## config.mk

```make
export PLATFORM = sky130hd
export DESIGN_NAME = tile_plane_serializer
export DESIGN_NICKNAME = d
export VERILOG_FILES = /design/src/rtl/tile_plane_serializer.sv
export SDC_FILE = /design/constraint.sdc
export NUM_CORES = 1
export LEC_CHECK = 0
export CORE_AREA = 2 2 153 155
export CTS_CLUSTER_SIZE = 24
export DETAILED_ROUTE_END_ITERATION = 10
export DIE_AREA = 0 0 155 157
export PLACE_DENSITY_LB_ADDON = 0.05
export SYNTH_ARGS = -nofsm -noshare
export SYNTH_HDL_FRONTEND = slang
export SYNTH_SLANG_ARGS = --single-unit
```

## constraint.sdc

```tcl
create_clock -name clk_24M -period 9.3 [get_ports clk_24M]
set_input_delay 1.395 -clock clk_24M [delete_from_list [all_inputs] [get_ports clk_24M]]
set_output_delay 1.395 -clock clk_24M [all_outputs]
set_load 0.01 [all_outputs]
```

## src/rtl/tile_plane_serializer.sv

```systemverilog
// Planar tile-row to per-layer pixel stream serializer with fetch/display row
// buffering, fine X scroll, horizontal flip and sticky underrun detection.

module tsp_lane #(
   parameter int BPP      = 4,
   parameter int TILE_W   = 8,
   parameter int PAL_W    = 8,
   parameter int FLIP_BIT = 0,
   parameter int FLIP_EN  = 1,
   parameter int PW       = $clog2(TILE_W)
) (
   input  logic                    clk_24M,
   input  logic                    nRES,
   input  logic                    pix_ce,
   input  logic                    line_start,
   input  logic                    load,
   input  logic [BPP*TILE_W-1:0]   row,
   input  logic [PAL_W-1:0]        attr,
   input  logic [PW-1:0]           fine,
   output logic [PAL_W+BPP-1:0]    dout,
   output logic                    opaque,
   output logic                    underrun
);
   logic [BPP-1:0][TILE_W-1:0] fet_row, disp_row;
   logic [PAL_W-1:0]           fet_attr, disp_attr;
   logic                       fet_full, disp_vld;
   logic [PW-1:0]              phase, sel, pix_idx;
   logic [BPP-1:0]             color;
   logic                       xfer;

   assign sel     = phase + fine;
   // TILE_W is a power of two, so TILE_W-1-sel is the bitwise complement
   assign pix_idx = ((FLIP_EN != 0) && disp_attr[FLIP_BIT]) ? ~sel : sel;
   assign xfer    = pix_ce && !line_start && (sel == '1);

   for (genvar p = 0; p < BPP; p++) begin : g_plane
      assign color[p] = disp_row[p][pix_idx];
   end

   always_ff @(posedge clk_24M or negedge nRES) begin
      if (!nRES) begin
         phase     <= '0;
         disp_row  <= '0;
         disp_attr <= '0;
         disp_vld  <= 1'b0;
         dout      <= '0;
         opaque    <= 1'b0;
         underrun  <= 1'b0;
      end else if (line_start) begin
         phase    <= '0;
         disp_vld <= 1'b0;
         dout     <= '0;
         opaque   <= 1'b0;
         underrun <= 1'b0;
      end else if (pix_ce) begin
         phase  <= phase + 1'b1;
         dout   <= {disp_attr, disp_vld ? color : {BPP{1'b0}}};
         opaque <= disp_vld && (color != '0);
         if (xfer) begin
            disp_row  <= fet_row;
            disp_attr <= fet_attr;
            disp_vld  <= fet_full;
            if (!fet_full) underrun <= 1'b1;
         end
      end
   end

   // Fetch side: a load coinciding with a transfer refills the buffer after
   // the old contents have moved to display.
   always_ff @(posedge clk_24M or negedge nRES) begin
      if (!nRES) begin
         fet_row  <= '0;
         fet_attr <= '0;
         fet_full <= 1'b0;
      end else if (load) begin
         fet_row  <= row;
         fet_attr <= attr;
         fet_full <= 1'b1;
      end else if (xfer) begin
         fet_full <= 1'b0;
      end
   end
endmodule

module tile_plane_serializer #(
   parameter int LAYERS   = 3,
   parameter int BPP      = 4,
   parameter int TILE_W   = 8,
   parameter int PAL_W    = 8,
   parameter int FLIP_BIT = 0,
   parameter int FLIP_EN  = 1
) (
   input  logic                                 clk_24M,
   input  logic                                 nRES,
   input  logic                                 pix_ce,
   input  logic                                 line_start,
   input  logic [LAYERS-1:0]                    load,
   input  logic [LAYERS*BPP*TILE_W-1:0]         vc,
   input  logic [LAYERS*PAL_W-1:0]              col,
   input  logic [LAYERS*$clog2(TILE_W)-1:0]     fine,
   output logic [LAYERS*(PAL_W+BPP)-1:0]        dout,
   output logic [LAYERS-1:0]                    opaque,
   output logic [LAYERS-1:0]                    underrun
);
   localparam int PW = $clog2(TILE_W);
   localparam int RW = BPP*TILE_W;
   localparam int DW = PAL_W+BPP;

   for (genvar l = 0; l < LAYERS; l++) begin : g_lane
      tsp_lane #(
         .BPP(BPP), .TILE_W(TILE_W), .PAL_W(PAL_W),
         .FLIP_BIT(FLIP_BIT), .FLIP_EN(FLIP_EN), .PW(PW)
      ) u_lane (
         .clk_24M    (clk_24M),
         .nRES       (nRES),
         .pix_ce     (pix_ce),
         .line_start (line_start),
         .load       (load[l]),
         .row        (vc[l*RW +: RW]),
         .attr       (col[l*PAL_W +: PAL_W]),
         .fine       (fine[l*PW +: PW]),
         .dout       (dout[l*DW +: DW]),
         .opaque     (opaque[l]),
         .underrun   (underrun[l])
      );
   end
endmodule

```

==> results of run 1 <==
[kinds of logic after synthesis]
logic type | Yosys count | synth area share
and+or+nand+nor | 116 | 0.0387
adders and majority gates | 9 | 0.0103
buffers and inverters | 71 | 0.0283
muxes | 330 | 0.327
DFF | 297 | 0.564
xor gates and xnor gates | 15 | 0.00998
AOI/OAI and AO/OA | 42 | 0.0211
[power by group]
group          internal [mW]  switching, mW  total, mW
combinational          0.633          0.347      0.980
clock                  0.722          0.488       1.21
sequential              1.62          0.241       1.87
[worst max-delay path, stage by stage]
cell             delay [ps]
clkdlybuf4s50_1         460
ha_1                    140
inv_1                    50
fa_1                    400
xnor2_1                 290
xor2_1                  560
nand4b_1                920
buf_4                   590
mux2_2                  320
[metrics by stage]
step | cell area [um^2] | cells
after global placement | 15000 | 1288
final | 16000 | 1345
after CTS | 16000 | 1345
after global routing | 16000 | 1345
after detailed placement | 15000 | 1288
after floorplan | 13200 | 880
[worst paths after layout]
path	from	end	slack, ps	cells after the start
setup / recovery	fine[6]	g_lane[2].u_lane.disp_row[13]	4590	9
hold / removal	g_lane[2].u_lane.fet_row[25]	g_lane[2].u_lane.disp_row[25]	500	1
setup reg to reg	g_lane[2].u_lane.phase[0]	g_lane[2].u_lane.disp_row[13]	5460	8
hold reg to reg	g_lane[2].u_lane.fet_row[25]	g_lane[2].u_lane.disp_row[25]	500	1
max in group asynchronous	nRES	g_lane[0].u_lane.fet_row[10]	6310	3
min in group asynchronous	nRES	g_lane[2].u_lane.disp_row[12]	830	1
[per-layer routing]
layer | vias to the layer above | wire, um
li1 | 3511 | -
met1 | 3930 | 11800
met2 | 164 | 11800
met3 | 36 | 1190
met4 | 0 | 513
met5 | - | 0
[registers in the layout (all words and copies together) (netlist names)]
register,flops
g_lane.u_lane.opaque,3
g_lane.u_lane.phase,9
g_lane.u_lane.dout,36
g_lane.u_lane.fet_full,3
g_lane.u_lane.disp_vld,3
g_lane.u_lane.fet_row,96
g_lane.u_lane.disp_row,96
g_lane.u_lane.disp_attr,24
g_lane.u_lane.underrun,3
g_lane.u_lane.fet_attr,24
[layout by cell type, fill, tap and decap left out]
master,count
fa_1,3
nand3_1,12
a32o_1,3
dfrtp_1,297
mux4_2,24
clkbuf_16,31
clkbuf_8,7
inv_6,1
buf_4,8
a32oi_1,12
xor2_1,6
a21oi_1,24
mux4_1,24
bufinv_16,2
clkinv_2,8
nor2_1,46
mux2_2,252
inv_1,9
clkbuf_1,8
nand2b_1,12
buf_8,1
nor2b_1,1
a21o_1,3
ha_1,6
mux2i_1,30
xnor2_1,9
or4_1,3
buf_2,5
nand4b_1,3
clkdlybuf4s50_1,171
nand2_1,39
[area by class of cell]
cell class	instances	area [um^2]	area share
clock inverters	11	109	0.00680
well taps	285	357	0.0223
inverters	9	33.8	0.00211
clock buffers	46	902	0.0564
repair buffers	185	1810	0.113
multi-input cells	512	5360	0.335
flip-flops and latches	297	7430	0.464
==> impl_metrics.json, run 1 <==
{
  "status": "finished clean",
  "end_kind": "flip-flop",
  "fin_util": 0.711,
  "grt_use_met3": 0.0372,
  "critical_path_required_ps": 9730,
  "ys_seq_elements": 297,
  "pre_cts_ws_ps": 3960,
  "post-route-period-util": 0.506,
  "cts_tree": "built",
  "cp-start-kind": "primary input",
  "hold_viol_final": 0,
  "clkLatencyLatePin_ps": 550,
  "fin_ws_ps": 4590,
  "globalRouteMet1Util": 0.315,
  "grt_busiest_layer": "met2",
  "htree_levels": 1,
  "synth_fp_nets": 1025,
  "ys_top_cells_by_area": "dfrtp_1, mux2_2, mux4_1, mux4_2, mux2i_1",
  "clockBufferDepth": 3,
  "tightest_slew_ps": 1040,
  "place_congestion": 0.731,
  "synth_top_area_frac": 0.564,
  "synth_area_um2": 13200,
  "n_antenna_cell": 0,
  "skew_ps": 8.15,
  "p_leak_nw": 6.93,
  "path_clk_slew_ps": 60,
  "cts.sinks": 297,
  "ant_nets": 0,
  "path_class": "primary input to flip-flop",
  "peakVddDrop_v": 0.000177,
  "use_met2": 0.338,
  "die_y_um": 157,
  "drt_iter0_markers": 451,
  "synthDistinctLibCells": 27,
  "grt_pass1_vias": 7848,
  "fillers": 1561,
  "drive_above_1_share": 0.320,
  "cts_root_buffer": "clkbuf_16",
  "postSynthCellCount": 880,
  "critPathArrivalTime_ps": 5140,
  "postCtsSetupBuffers": 0,
  "powerDensity_nw_per_um2": 253,
  "hp-class": "flip-flop to flip-flop",
  "min_period_ps": 4710,
  "yosysTopAreaCell": "dfrtp_1",
  "dr.pass1.iters": 4,
  "maxSlewHeadroom": 0.305,
  "cp_max_fo": 26,
  "wirelength_mm": 25.4,
  "fin_nets": 1181,
  "cts_resized": 0,
  "vias": 7641,
  "start_util": 0.585,
  "synth.most_common_cell": "dfrtp_1",
  "grt_usage": 0.213,
  "antenna_found_initial": 0,
  "die_x_um": 155,
  "syn_avg_cell_area_um2": 15.0,
  "synth_ff_type": "dfrtp_1",
  "drv_cap": 0,
  "finalMaxSlewViolations": 0,
  "setup_viol": 0,
  "grt_overflow": 0,
  "fin_hold_ws_ps": 497,
  "ctsHoldBuffers": 0,
  "routedWlPerCell_um": 18.9,
  "async_flop_share": 1.00,
  "core.rowCount": 55,
  "dp_hpwl_mm": 16.5,
  "fmax_mhz": 212,
  "synth_warnings": 0,
  "cts_made_buffers": 31,
  "fin_setup_tns_ps": 0,
  "grt_setup_unrepaired": "false",
  "p_total_mw": 4.05,
  "synth_enable_flop_cells": 0,
  "core-area_um2": 22500,
  "synth_commonest_cells": "dfrtp_1, mux2_2, nor2_1, nand2_1, clkbuf_1",
  "ios": 178,
  "ys_seq_area_frac": 0.564,
  "grt_max_degree": 87,
  "area_growth_pct": 21.6,
  "viasPerCell": 5.68,
  "drc": 0,
  "grt_pass1_wl_mm": 41.7,
  "io_buffers": 177,
  "die_area_um2": 24300
}
(Power assumes the default switching activity.)
==> run 2: changes to the inputs <==
Settings changed: CORE_AREA 2 2 153 155 to 2 2 158 160, DIE_AREA 0 0 155 157 to 0 0 160 162.
Clock period 9.3 ns to 4.75 ns, I/O delays scaled along.
==> run 2 against run 1 <==
Against the previous run:
- register-to-register slack got worse by 4100 ps
- routed wire length rose by 2.4%
- sequential share of layout area fell by 0.31 points
- clock-buffer cell count rose by 5
- flip-flop and latch count did not move
- global-route usage fell by 0.61 points
- core utilization fell by 4.3 points
- non-clock buffer count rose by 9
- die area rose by 6.5%
- combinational power rose by 95%
- sequential power rose by 96%
- critical path type unchanged
==> impl_metrics.json, run 2 (synthesis gave the netlist of run 1 again) <==
{
  "grt_pass1_wl_mm": 43.4,
  "cts_root_buffer": "clkbuf_16",
  "layout_commonest_cell": "dfrtp_1",
  "die_area_um2": 25900,
  "fmax_mhz": 282,
  "hp-class": "primary input to asynchronous set/reset pin",
  "cts.sinks": 297,
  "postCtsSetupBuffers": 0,
  "max_stage_delay_ps": 820,
  "dr.pass1.iters": 4,
  "setup_viol": 0,
  "cts_made_buffers": 31,
  "core.rowCount": 57,
  "stdcell_count": 1394,
  "clkLatencyLatePin_ps": 550,
  "dp_hpwl_mm": 17.3,
  "place_congestion": 0.745,
  "slowest_stage": "fa_1",
  "wirelength_mm": 26.0,
  "critical_path_required_ps": 5180,
  "maxSlewHeadroom": 0.334,
  "r2r-end": "g_lane[0].u_lane.opaque",
  "antenna_found_initial": 3,
  "grt_overflow": 0,
  "peakVddDrop_v": 0.000285,
  "cts_resized": 0,
  "finalMaxSlewViolations": 0,
  "reg_top3": "g_lane.u_lane.disp_row: 96 flops, g_lane.u_lane.fet_row: 96 flops, g_lane.u_lane.dout: 36 flops",
  "die_x_um": 160,
  "grt_max_degree": 128,
  "cp_max_fo": 11,
  "hold_viol_final": 0,
  "grt_usage": 0.207,
  "r2r-start": "g_lane[0].u_lane.phase[0]",
  "drv_cap": 0,
  "cp-start-kind": "primary input",
  "drt_iter0_markers": 489,
  "worstPathCellList": "clkdlybuf4s50_1 -> ha_1 -> inv_1 -> fa_1 -> mux4_2 -> mux2_2 -> nand2_1 -> a32oi_1 -> or4_1 -> a32o_1",
  "multi_input_area_um2": 5360,
  "fillers": 1861,
  "viasPerCell": 5.54,
  "vias": 7718,
  "io_buffers": 177,
  "drc": 0,
  "htree_levels": 1,
  "post-route-period-util": 0.747,
  "fin_nets": 1190,
  "skew_ps": 18.4,
  "seq_area_um2": 7430,
  "min_period_ps": 3550,
  "fin_setup_tns_ps": 0,
  "path_class": "primary input to flip-flop",
  "end_kind": "flip-flop",
  "r2r_setup_slack_ps": 1350,
  "cts_tree": "built",
  "p_leak_nw": 6.94,
  "status": "finished clean",
  "start_util": 0.546,
  "ctsHoldBuffers": 0,
  "critPathArrivalTime_ps": 3980,
  "die_y_um": 162,
  "grt_pass1_vias": 8148,
  "core-area_um2": 24100,
  "pre_cts_ws_ps": 602,
  "ios": 178,
  "drive_above_1_share": 0.322,
  "final_cell_mix": "dfrtp_1, mux2_2, clkdlybuf4s50_1, nor2_1, nand2_1",
  "placed_cells": 1336,
  "grt_setup_unrepaired": "false",
  "routedWlPerCell_um": 18.6,
  "ant_nets": 0,
  "powerDensity_nw_per_um2": 489,
  "fin_ws_ps": 1200,
  "area_growth_pct": 22.4,
  "tightest_slew_ps": 999,
  "path_clk_slew_ps": 60,
  "r2r_cells": 9,
  "clockBufferDepth": 3
}
[run 2: per-stage QoR]
step	cell area, um^2	util	power [mW]	hold slack (ps)
2_1_floorplan	13200	-	5.01	417
3_3_place_gp	15100	0.628	5.54	477
3_5_place_dp	15100	0.628	5.62	489
4_1_cts	16100	0.668	7.97	302
5_1_grt	16100	0.669	8.34	347
6_report	16100	0.669	7.88	269
[run 2: how the worst max path moves through the flow]
| stage | to | startpoint | slack, ps |
|---|---|---|---|
| 2_1_floorplan | g_lane[0].u_lane.opaque | fine[0] | 1390 |
| 3_3_place_gp | g_lane[0].u_lane.opaque | fine[0] | 680 |
| 3_5_place_dp | g_lane[1].u_lane.opaque | fine[3] | 600 |
| 4_1_cts | g_lane[0].u_lane.opaque | fine[0] | 1200 |
| 5_1_grt | g_lane[1].u_lane.opaque | fine[3] | 1020 |
| 6_report | g_lane[0].u_lane.opaque | fine[0] | 1200 |
[run 2: critical path, delay by kind of cell]
family	cells	cell delay (ps)
adders and majority gates	2	950
muxes	2	860
buffers and inverters	2	500
and+or+nand+nor	2	570
AOI/OAI and AO/OA	2	390
[run 2: layout make-up]
| type | count | share of cell area |
|---|---|---|
| flip-flops and latches | 297 | 0.461 |
| repair buffers | 194 | 0.118 |
| well taps | 324 | 0.0252 |
| inverters | 9 | 0.00210 |
| clock inverters | 6 | 0.00279 |
| clock buffers | 51 | 0.0578 |
| diodes | 1 | 0.000155 |
| multi-input cells | 512 | 0.333 |
[run 2: report_power, final]
part           total (mW)  internal (mW)  switching (mW)
combinational        1.91           1.25           0.660
clock                2.30           1.33           0.968
sequential           3.67           3.18           0.488
total                7.88           5.76            2.12
[run 2: per-layer routing]
layer  global-route usage  part of all wire  vias up
li1                     -                 -     3527
met1                0.291              0.44     3980
met2                0.336              0.48      177
met3               0.0465             0.060       32
met4               0.0471             0.018        2
met5                    0           0.00062        -
